## config.mk

```make
export PLATFORM = sky130hd
export DESIGN_NAME = axi_tdd_ng_sequencer
export DESIGN_NICKNAME = d
export VERILOG_FILES = /design/src/rtl/axi_tdd_ng_sequencer.sv
export SDC_FILE = /design/constraint.sdc
export NUM_CORES = 1
export LEC_CHECK = 0
export ABC_AREA = 1
export BUFFER_PORTS_ARGS = -buffer_cell sky130_fd_sc_hd__buf_2
export CORE_ASPECT_RATIO = 1.25
export CORE_MARGIN = 1
export CORE_UTILIZATION = 40
export DETAILED_ROUTE_END_ITERATION = 8
export SYNTH_ARGS = -nofsm -noshare
export SYNTH_HDL_FRONTEND = slang
export SYNTH_SLANG_ARGS = --single-unit
```

## constraint.sdc

```tcl
create_clock -name clk -period 4.16 [get_ports clk]
set_input_delay 0.416 -clock clk [delete_from_list [all_inputs] [get_ports clk]]
set_output_delay 0.416 -clock clk [all_outputs]
set_load 0.02 [all_outputs]
```

## src/rtl/axi_tdd_ng_sequencer.sv

```systemverilog
// TDD frame sequencer: drives the frame/delay counter, state and profile index
// consumed by the per-channel on/off comparators.
module axi_tdd_ng_sequencer #(
  parameter int REGISTER_WIDTH    = 32,
  parameter int BURST_COUNT_WIDTH = 32,
  parameter int NUM_PROFILES      = 4,
  localparam int PW = (NUM_PROFILES > 1) ? $clog2(NUM_PROFILES) : 1
) (
  input  logic                                   clk,
  input  logic                                   resetn,
  input  logic                                   tdd_enable,
  input  logic                                   tdd_stop_req,
  input  logic                                   tdd_sync,
  input  logic                                   tdd_sync_rst,
  input  logic                                   tdd_sync_auto,
  input  logic [BURST_COUNT_WIDTH-1:0]           tdd_burst_count,
  input  logic [REGISTER_WIDTH-1:0]              tdd_startup_delay,
  input  logic [PW-1:0]                          tdd_profile_last,
  input  logic [NUM_PROFILES*REGISTER_WIDTH-1:0] tdd_frame_length,
  output logic [REGISTER_WIDTH-1:0]              tdd_counter,
  output logic [2:0]                             tdd_cstate,
  output logic [PW-1:0]                          tdd_profile_idx,
  output logic                                   tdd_endof_frame,
  output logic                                   tdd_endof_burst,
  output logic [BURST_COUNT_WIDTH-1:0]           tdd_burst_remaining
);

  typedef enum logic [2:0] {
    ST_IDLE    = 3'd0,
    ST_ARMED   = 3'd1,
    ST_WAITING = 3'd2,
    ST_RUNNING = 3'd3,
    ST_STOPPED = 3'd4
  } state_t;

  localparam logic [REGISTER_WIDTH-1:0]    ONE_R   = 1;
  localparam logic [BURST_COUNT_WIDTH-1:0] ONE_B   = 1;
  localparam logic [PW-1:0]                ONE_P   = 1;
  localparam logic [PW-1:0]                MAX_IDX = PW'(NUM_PROFILES - 1);

  state_t                         state_q, state_d;
  logic [REGISTER_WIDTH-1:0]      counter_q, counter_d;
  logic [PW-1:0]                  idx_q, idx_d;
  logic [BURST_COUNT_WIDTH-1:0]   rem_q, rem_d;
  logic                           finite_q, finite_d;
  logic                           stop_pend_q, stop_pend_d;

  logic [REGISTER_WIDTH-1:0]      cur_len, last_cnt;
  logic [PW-1:0]                  last_clamped, idx_adv;
  logic                           endof_frame, endof_burst;
  logic                           wait_done, stop_now, resync, trigger, delay_zero;

  always_comb begin
    cur_len = '0;
    for (int p = 0; p < NUM_PROFILES; p++) begin
      if (idx_q == PW'(p)) cur_len = tdd_frame_length[p*REGISTER_WIDTH +: REGISTER_WIDTH];
    end
  end

  // A zero-length profile behaves as a single-cycle frame.
  assign last_cnt     = (cur_len == '0) ? '0 : cur_len - ONE_R;
  assign last_clamped = (tdd_profile_last > MAX_IDX) ? MAX_IDX : tdd_profile_last;
  assign idx_adv      = (idx_q >= last_clamped) ? '0 : idx_q + ONE_P;

  assign endof_frame = (state_q == ST_RUNNING) && (counter_q >= last_cnt);
  assign endof_burst = endof_frame && finite_q && (rem_q == ONE_B);

  assign delay_zero = (tdd_startup_delay == '0);
  assign wait_done  = delay_zero || (counter_q >= tdd_startup_delay - ONE_R);
  assign stop_now   = stop_pend_q || tdd_stop_req;
  assign trigger    = tdd_sync || tdd_sync_auto;
  assign resync     = tdd_sync && tdd_sync_rst &&
                      ((state_q == ST_WAITING) || (state_q == ST_RUNNING));

  always_comb begin
    state_d     = state_q;
    counter_d   = counter_q;
    idx_d       = idx_q;
    rem_d       = rem_q;
    finite_d    = finite_q;
    stop_pend_d = stop_now;
    if (!tdd_enable) begin
      state_d     = ST_IDLE;
      counter_d   = '0;
      idx_d       = '0;
      rem_d       = '0;
      finite_d    = 1'b0;
      stop_pend_d = 1'b0;
    end else if (resync) begin
      // Stop request survives the resync and is carried to the next frame end.
      state_d   = delay_zero ? ST_RUNNING : ST_WAITING;
      counter_d = '0;
      idx_d     = '0;
      rem_d     = tdd_burst_count;
      finite_d  = (tdd_burst_count != '0);
    end else begin
      case (state_q)
        ST_IDLE: begin
          state_d   = ST_ARMED;
          counter_d = '0;
        end
        ST_ARMED: begin
          counter_d = '0;
          idx_d     = '0;
          if (stop_now) begin
            state_d     = ST_STOPPED;
            stop_pend_d = 1'b0;
          end else if (trigger) begin
            state_d  = delay_zero ? ST_RUNNING : ST_WAITING;
            rem_d    = tdd_burst_count;
            finite_d = (tdd_burst_count != '0);
          end
        end
        ST_WAITING: begin
          if (tdd_stop_req) begin
            state_d     = ST_STOPPED;
            counter_d   = '0;
            idx_d       = '0;
            stop_pend_d = 1'b0;
          end else if (wait_done) begin
            state_d   = ST_RUNNING;
            counter_d = '0;
          end else begin
            counter_d = counter_q + ONE_R;
          end
        end
        ST_RUNNING: begin
          if (endof_frame) begin
            counter_d = '0;
            if (finite_q && (rem_q != '0)) rem_d = rem_q - ONE_B;
            if (stop_now) begin
              state_d     = ST_STOPPED;
              idx_d       = '0;
              stop_pend_d = 1'b0;
            end else if (endof_burst) begin
              state_d = ST_ARMED;
              idx_d   = '0;
            end else begin
              idx_d = idx_adv;
            end
          end else begin
            counter_d = counter_q + ONE_R;
          end
        end
        ST_STOPPED: begin
          counter_d   = '0;
          idx_d       = '0;
          stop_pend_d = 1'b0;
        end
        default: begin
          state_d   = ST_IDLE;
          counter_d = '0;
          idx_d     = '0;
        end
      endcase
    end
  end

  always_ff @(posedge clk) begin
    if (!resetn) begin
      state_q     <= ST_IDLE;
      counter_q   <= '0;
      idx_q       <= '0;
      rem_q       <= '0;
      finite_q    <= 1'b0;
      stop_pend_q <= 1'b0;
    end else begin
      state_q     <= state_d;
      counter_q   <= counter_d;
      idx_q       <= idx_d;
      rem_q       <= rem_d;
      finite_q    <= finite_d;
      stop_pend_q <= stop_pend_d;
    end
  end

  assign tdd_counter         = counter_q;
  assign tdd_cstate          = state_q;
  assign tdd_profile_idx     = idx_q;
  assign tdd_endof_frame     = endof_frame;
  assign tdd_endof_burst     = endof_burst;
  assign tdd_burst_remaining = rem_q;

endmodule

```

# Yosys cells after proc, flatten, opt, wreduce, memory -nomap -nowiden
# Cells that the tools add are included.
[totals] out_inout_bits=71 word_cells=103 regBits=71
[op_classes] eq_ne=19 addsub=5 muxes=40 n_bitwise=3 reduce_logical=26 magnitude_cmp=4
[ops] operator="$mux W32" n=13
[ops] operator="$pmux W32 S2" n=2
[ops] operator="$sub A32 B1 Y32 const B" n=3
[ops] operator="$ge A32 B32 Y1" n=2
[ops] operator="$logic_not A32 Y1" n=2
[ops] operator="$reduce_bool A32 Y1" n=2
[ops] operator="$add A32 B1 Y32 const B" n=1
[ops] operator="$eq A32 B1 Y1 const B" n=1
[ops] operator="$mux W3" n=8
[ops] operator="$pmux W3 S5" n=1
[ops] operator="$mux W2" n=6
[ops] operator="$ne A4 B4 Y1 const B" n=3
[ops] operator="$reduce_and A5 Y1" n=2
[ops] operator="$ne A3 B3 Y1 const B" n=3
[ops] operator="$mux W1" n=8
[ops] operator="$eq A3 B2 Y1 const B" n=2
[ops] operator="$logic_and A1 B1 Y1" n=6
[ops] operator="$ne A2 B2 Y1 const B" n=3
[ops] operator="$pmux W2 S3" n=1
[ops] operator="$reduce_and A3 Y1" n=2
[ops] operator="$eq A2 B2 Y1 const B" n=2
[ops] operator="$logic_or A1 B1 Y1" n=4
[ops] operator="$reduce_bool A2 Y1" n=2
[ops] operator="$eq A3 B1 Y1 const B" n=1
[ops] operator="15 further kinds" n=17

# Logic depth before layout (Yosys ltp)
# Gate-level depths: netlist of run 1.
[logic_depth] depth_word=16 ltp_mapped=34 ltp_nobuf=32

# Worst setup path after synthesis of run 1
# OpenSTA, ideal clock, no wires.
[synth_path] kind="register -> output" startpoint="reg idx_q[0] (netlist: tdd_profile_idx[0])" endpoint="out tdd_endof_burst" path_buffers=1 path_slack_ps=161 stages_incl_launch_ff=28 required_time_ps=3744 arrival_time_ps=3583 path_cell_list="dfxtp_1 inv_1 ha_1 buf_6 a21oi_1 o21ai_1 o21a_1 inv_1 ha_1 inv_1 nor2_4 nand2_4 nor2_4 inv_1 o21ai_1 nand3_2 ha_1 nand2_1 nor2_1 nand2_1 nor2_1 nor2_1 nand2_1 nand2_1 nand2_1 nand2_1 or2_2 inv_1"
[synth_via] elab_chain_cells=11 word_cells_on_any_way=15
[synth_lines] element="start, declared" line_no="43" text="logic [PW-1:0] idx_q, idx_d;"
[synth_lines] element="start signal, assigned" line_no="170" text="idx_q <= idx_d;"
[synth_lines] element="$logic_not A2 Y1" line_no="56" text="if (idx_q == PW'(p)) cur_len = tdd_frame_length[p*REGISTER_WIDTH +: REGISTER_WIDTH];"
[synth_lines] element="$mux W32 (3 in series)" line_no="56"
[synth_lines] element="$mux W32 *" line_no="56"
[synth_lines] element="$sub A32 B1 Y32 or $logic_not A32 Y1 (tied branches)" line_no="61" text="assign last_cnt = (cur_len == '0) ? '0 : cur_len - ONE_R;"
[synth_lines] element="$mux W32 *" line_no="61"
[synth_lines] element="$ge A32 B32 Y1 *" line_no="65" text="assign endof_frame = (state_q == ST_RUNNING) && (counter_q >= last_cnt);"
[synth_lines] element="$logic_and A1 B1 Y1 *" line_no="65"
[synth_lines] element="$logic_and A1 B1 Y1 * (2 in series)" line_no="66" text="assign endof_burst = endof_frame && finite_q && (rem_q == ONE_B);"
[synth_lines] element="end, declared" line_no="24" text="output logic tdd_endof_burst,"
# Every way passes the cells marked *; elsewhere a longest branch is shown, timed or not.

# Worst setup path in the final report of run 1
# Same ends and word-level chain as after synthesis.

==> results of run 1 <==
[metrics by stage]
step	utilization	std cells
final	0.562	2065
after global routing	0.562	2065
after CTS	0.539	2048
after detailed placement	0.503	2013
after global placement	0.503	2013
after floorplan	-	1415
[critical path, cell delays in order, from the launching register on]
cell and delay, ns:
dfxtp_2 0.36, buf_6 0.13, ha_4 0.18, inv_8 0.06, buf_12 0.14, o21ai_1 0.14, o21ai_2 0.10, o21ai_2 0.10
ha_2 0.22, inv_2 0.05, nor2_4 0.17, nand2_8 0.10, nor2_8 0.16, nand2_4 0.08, o21ai_4 0.15, nand3_2 0.07
ha_1 0.27, nand2_1 0.06, nor2_2 0.10, nand4_1 0.16, a21oi_2 0.19, nor2_4 0.06, nand2_2 0.08, nand2_2 0.05
or2_4 0.23, inv_2 0.05, buf_6 0.11
[path summary, 6_finish.rpt]
| check | cells past startpoint | slack (ns) | to | from |
|---|---|---|---|---|
| worst min register to register | 1 | 0.49 | tdd_counter[0] | tdd_counter[0] |
| worst max-delay path | 26 | -0.18 | tdd_endof_burst | tdd_profile_idx[0] |
| worst min-delay path | 3 | 0.34 | tdd_burst_remaining[17] | tdd_burst_count[17] |
| worst max register to register | 29 | 0.15 | tdd_counter[4] | tdd_profile_idx[0] |
[metal layers]
metal | up-vias | global-route usage
met5 | - | 0
met4 | 2 | 0.102
met3 | 93 | 0.0376
met2 | 333 | 0.529
met1 | 4929 | 0.307
li1 | 5472 | -
[where the power goes]
group | total, mW | internal, mW | leakage (nW) | switching, mW
sequential | 0.724 | 0.699 | 0.575 | 0.0248
combinational | 1.48 | 0.623 | 5.50 | 0.856
clock | 0.803 | 0.468 | 0.140 | 0.334
total | 3.01 | 1.79 | 6.21 | 1.22
[registers in the layout (all words and copies together) (netlist names)]
name                 flops
finite_q                 1
tdd_profile_idx          2
tdd_cstate               3
tdd_burst_remaining     32
tdd_counter             32
stop_pend_q              1
[layout make-up]
class                   instances  area (um2)
fillers                      2188        9760
multi-input cells            1157        7290
repair buffers                386        2510
flip-flops and latches         71        1430
inverters                     146         589
well taps                     283         354
clock buffers                  10         229
clock inverters                 6        67.6
repair inverters                3        43.8
diodes                          3        7.51
[synthesized netlist by cell type, types with 5 or more instances]
| cell | instances |
|---|---|
| nand2_1 | 309 |
| nor2_1 | 180 |
| inv_1 | 129 |
| a21oi_1 | 104 |
| ha_1 | 77 |
| dfxtp_1 | 71 |
| nand3_1 | 59 |
| xor2_1 | 59 |
| o21ai_0 | 55 |
| nand4_1 | 35 |
| o21ai_1 | 30 |
| nor3_1 | 28 |
| o21ai_2 | 26 |
| nor2_2 | 21 |
| buf_6 | 18 |
| buf_2 | 15 |
| inv_2 | 15 |
| nor4_1 | 15 |
| o211ai_1 | 15 |
| xnor2_1 | 15 |
| nor2_4 | 14 |
| nand3_2 | 13 |
| nand2_2 | 9 |
| or2_0 | 9 |
| a31oi_1 | 8 |
| mux2i_1 | 6 |
| nor3_2 | 6 |
| or2_2 | 6 |
| clkbuf_1 | 5 |
| nand2_4 | 5 |
| o21a_1 | 5 |
[kinds of logic after synthesis]
kind of cell	share of synthesized area
flops	0.156
simple gates	0.383
fa+ha+maj	0.106
mux	0.00660
xor+xnor	0.0712
buf+inv	0.0960
compound gates	0.181
[placed cells by master (no fill, tap or decap), types with 16 or more instances in the layout]
master	synthesis	final
buf_4	3	89
inv_1	129	124
a21oi_1	104	96
xor2_1	59	59
buf_2	15	269
o21ai_2	26	29
o21ai_1	30	38
nor2_2	21	30
nand2_1	309	294
inv_2	15	16
nand3_1	59	50
o21ai_0	55	40
dfxtp_1	71	69
nor2_1	180	164
nor3_1	28	25
nor2_4	14	21
ha_1	77	67
nand4_1	35	35
nand3_2	13	20
nand2_2	9	23
[timing repair]
action | in CTS | in global routing
pin swaps | 28 | 24
gates cloned | 4 | 5
gates resized for setup | 80 | 82
setup buffers | 15 | 10
endpoints found under the setup margin | 11 | 72
==> qor.yml, run 1 <==
critical_path:
  cp-start-kind: "flip-flop"
  critPathKind: "reg2out"
  path_max_fanout: 8
  arrival_ns: 3.92
  critPathCaptureType: "output port"
  required_ns: 3.74
placement:
  placed_cell_area_um2: 11200
  dp_hpwl_mm: 25.4
  gp_congestion: 0.991
  io_buffer_count: 271
  place_ws_ns: -0.0837
timing:
  tightest_slew_ns: 1.02
  fin_crit_ns: 4.34
  fin_hold_ws_ns: 0.342
  clock-skew-final_ns: 0.0116
  setup_viol: 1
  maxSlewHeadroom: 0.320
  final_max_slew_viol_count: 0
  rsz0062_at_grt: "yes"
  fin_crit_sh: 1.04
  final-hold-violation-count: 0
  final.setup.tns_ns: -0.180
  setup_slack_ns: -0.180
  fmax_mhz: 230
detailed_routing:
  drcViolationCount: 0
  drt_iter0_drc: 469
  first_pass_iters: 5
  drt-met1-wl_mm: 12.6
  vias: 10800
  antenna_left: 0
  wl_met2_mm: 17.4
  viasPerCell: 5.24
  routedWlPerCell_um: 15.9
  met3_length_mm: 1.49
  wl_mm: 32.8
  highest_layer: "met5"
synth:
  post-synth-top-area-cell: "dfxtp_1"
  avgSynthCellArea_um2: 6.43
  synth_edf_count: 0
  yosysSeqAreaShare: 0.156
  netlist_area_um2: 9100
  synth.distinct_cells: 56
  async_reset_ff_frac: 0
  synth_top_area_share: 0.156
  synth_ff_type: "dfxtp_1"
  ys_warn_count: 0
  ys_ff_latch: 71
  syn-num-nets: 1693
  syn-instance-count: 1415
  netlist_top_cells_area: "dfxtp_1 (16%), nand2_1 (13%), ha_1 (11%)"
floorplan:
  dieArea_um2: 23400
  fp.dieH_um: 171
  ios: 272
  start_util: 0.408
  fp.coreArea_um2: 22300
  die_width_um: 137
  row_count: 61
power:
  cellPowerDensity_nw_per_um2: 240
  total_power_mw: 3.01
  p_leak_nw: 6.21
  ir_worst_vdd_mv: 0.202
cts:
  h-tree-depth: 3
  clkLatencyLatePin_ns: 0.35
  clock_sinks: 71
  cts_hold_buf: 0
  cts_made_buffers: 9
  clock_tree.buffer_depth: 2
  clockRootBuffer: "clkbuf_16"
  clk_pin_slew_ns: 0.07
  cts_tree: "yes"
flow_run:
  cap_violations: 0
cells_and_area:
  final_area_um2: 12500
  nNetsFinal: 2052
  area_growth_pct: 37.7
  drive_gt1_frac: 0.350
global_routing:
  grt_first_pass_wirelength_mm: 50.8
  grt_max_degree: 47
  grt_use_total: 0.278
  antenna_found_initial: 4
  first_global_vias: 10300
  grt_remaining_overflow: 0
run_status:
  outcome: "finished, violations left"
  violations: "setup timing"
hold_path:
  min_path_type: "in2reg"
Power figures use the tool's default switching activity.
==> run 2: changes to the inputs <==
PLACE_DENSITY = 0.67   (was not set)
SETUP_SLACK_MARGIN = 0.3   (was not set)
clock period = 3.58 ns   (was 4.16 ns; I/O delays follow)
==> qor.yml, run 2 (same netlist as run 1, synthesis figures left out) <==
placement:
  dp_hpwl_mm: 25.2  # -0.93%
  gp_congestion: 0.955  # -3.7%
  place_ws_ns: -0.409  # -0.325 ns
  dpl.cell_count: 2067  # +2.7%
  placed_cell_area_um2: 11800  # +4.9%
  io_buffer_count: 271  # unchanged
hold_path:
  min_path_type: "in2reg"
  min_from: "tdd_burst_count[17]"
  hold_depth: 3  # unchanged
  min_delay_worst_endpoint: "tdd_burst_remaining[17]"
cells_and_area:
  final_area_um2: 13600  # +8.9%
  nNetsFinal: 2133  # +3.9%
  mostFrequentLayoutCells: "nand2_1 (272), buf_2 (269), nor2_1 (158)"
  diodes: 0  # -3
  post-route-util: 0.612  # +0.0500
  stdcell_count: 2143  # +3.8%
  filler_cell_count: 2027  # -7.4%
  area_growth_pct: 49.9
  drive_gt1_frac: 0.411  # +0.0611
  final_common_cell: "nand2_1"
floorplan:
  ios: 272  # unchanged
  row_count: 61  # unchanged
  fp.coreArea_um2: 22300  # unchanged
  start_util: 0.408  # unchanged
  dieArea_um2: 23400  # unchanged
  fp.dieH_um: 171  # unchanged
  die_width_um: 137  # unchanged
global_routing:
  antenna_found_initial: 0  # -4
  grt_max_degree: 34  # -28%
  first_global_vias: 11000  # +7.4%
  grt_first_pass_wirelength_mm: 53.0  # +4.2%
  grt_use_total: 0.287  # +0.00981
  grt_remaining_overflow: 0  # unchanged
detailed_routing:
  routedWlPerCell_um: 16.0  # +0.78%
  vias: 11500  # +5.9%
  drt_iter0_drc: 616  # +31%
  antenna_left: 0  # unchanged
  first_pass_iters: 6  # +1
  wl_mm: 34.3  # +4.6%
  viasPerCell: 5.35  # +2.1%
  drcViolationCount: 0  # unchanged
cts:
  clkLatencyLatePin_ns: 0.35  # about the same
  cts_made_buffers: 9  # unchanged
  clock_tree.buffer_depth: 2  # unchanged
  clock_sinks: 71  # unchanged
  h-tree-depth: 3  # unchanged
  cts_tree: "yes"
  clk_pin_slew_ns: 0.06  # about the same
  clockRootBuffer: "clkbuf_16"
power:
  cellPowerDensity_nw_per_um2: 267  # +11%
  p_leak_nw: 6.73  # +8.2%
  total_power_mw: 3.64  # +21%
  ir_worst_vdd_mv: 0.287  # +42%
run_status:
  violations: "setup timing"
  outcome: "finished, violations left"
critical_path:
  cpPeakStageDelay_ns: 0.38  # +0.02 ns
  critPathCaptureType: "output port"
  path_max_fanout: 7  # -1
  worst_r2r_startpoint: "tdd_profile_idx[1]"
  cp-start-kind: "flip-flop"
  r2r-end: "tdd_burst_remaining[4]"
  rr_worst_depth: 34  # +17%
  critPathKind: "reg2out"
  regToRegSetupSlack_ns: -0.72  # -0.87 ns
  required_ns: 3.22  # -0.52 ns
  cpMaxStageDelayCell: "dfxtp_4"
  arrival_ns: 4.04  # +0.12 ns
timing:
  final.setup.tns_ns: -47.81  # -47.63 ns
  final-hold-violation-count: 0  # unchanged
  final_max_slew_viol_count: 0  # unchanged
  fmax_mhz: 227
  fin_crit_sh: 1.23
  fin_crit_ns: 4.40
  fin_hold_ws_ns: 0.285  # -0.0578 ns
  rsz0062_at_grt: "yes"
  setup_slack_ns: -0.818  # -0.637 ns
  clock-skew-final_ns: 0.00535  # -0.00623 ns
  tightest_slew_ns: 0.960  # -0.0592 ns
  setup_viol: 72  # +71
  maxSlewHeadroom: 0.360  # +0.0395
flow_run:
  cap_violations: 0  # unchanged
## run 2: final cells by class
cell class | instances | area (um2) | share of cell area
flip-flops and latches | 71 | 1430 | 0.105
well taps | 283 | 354 | 0.0260
repair buffers | 464 | 3260 | 0.239
inverters | 146 | 589 | 0.0432
repair inverters | 7 | 118 | 0.00862
clock buffers | 11 | 233 | 0.0171
clock inverters | 5 | 25.0 | 0.00183
multi-input cells | 1156 | 7630 | 0.559
## run 2: power by group
| group | leakage [nW] | switching, mW | internal, mW |
|---|---|---|---|
| Combinational | 6.03 | 1.12 | 0.859 |
| Clock | 0.124 | 0.356 | 0.462 |
| Sequential | 0.576 | 0.0296 | 0.812 |
## run 2: critical path: cells and delay by family (launching register included)
family          cells  cell delay (ns)
simple gates       14             1.65
buf+inv            10             1.05
flops               1             0.38
fa+ha+maj           2             0.34
compound gates      3             0.25
## run 2: worst max path at each step
| stage | from | cells past startpoint | to |
|---|---|---|---|
| finish | tdd_profile_idx[1] | 29 | tdd_endof_burst |
| global route | tdd_profile_idx[1] | 32 | tdd_endof_burst |
| CTS | tdd_profile_idx[1] | 30 | tdd_endof_burst |
| detailed placement | tdd_profile_idx[0] | 24 | tdd_burst_remaining[6] |
| global placement | tdd_profile_idx[0] | 23 | tdd_endof_burst |
| floorplan | tdd_profile_idx[0] | 27 | tdd_endof_burst |
## run 2: layer usage
| metal | share of wire | routed length (um) | track usage | vias up |
|---|---|---|---|---|
| li1 | - | - | - | 5612 |
| met1 | 0.37 | 12800 | 0.312 | 5290 |
| met2 | 0.52 | 17900 | 0.534 | 431 |
| met3 | 0.055 | 1870 | 0.0441 | 138 |
| met4 | 0.053 | 1820 | 0.141 | 0 |
| met5 | 0 | 0 | 0 | - |
## run 2: what timing repair did
item,CTS,global route
setup endpoints to repair,72,72
pin swaps,59,42
cloned,10,4
setup buffers,36,10
hold buffers,0,0
resized for setup,132,107
endpoints found under the hold margin,0,0
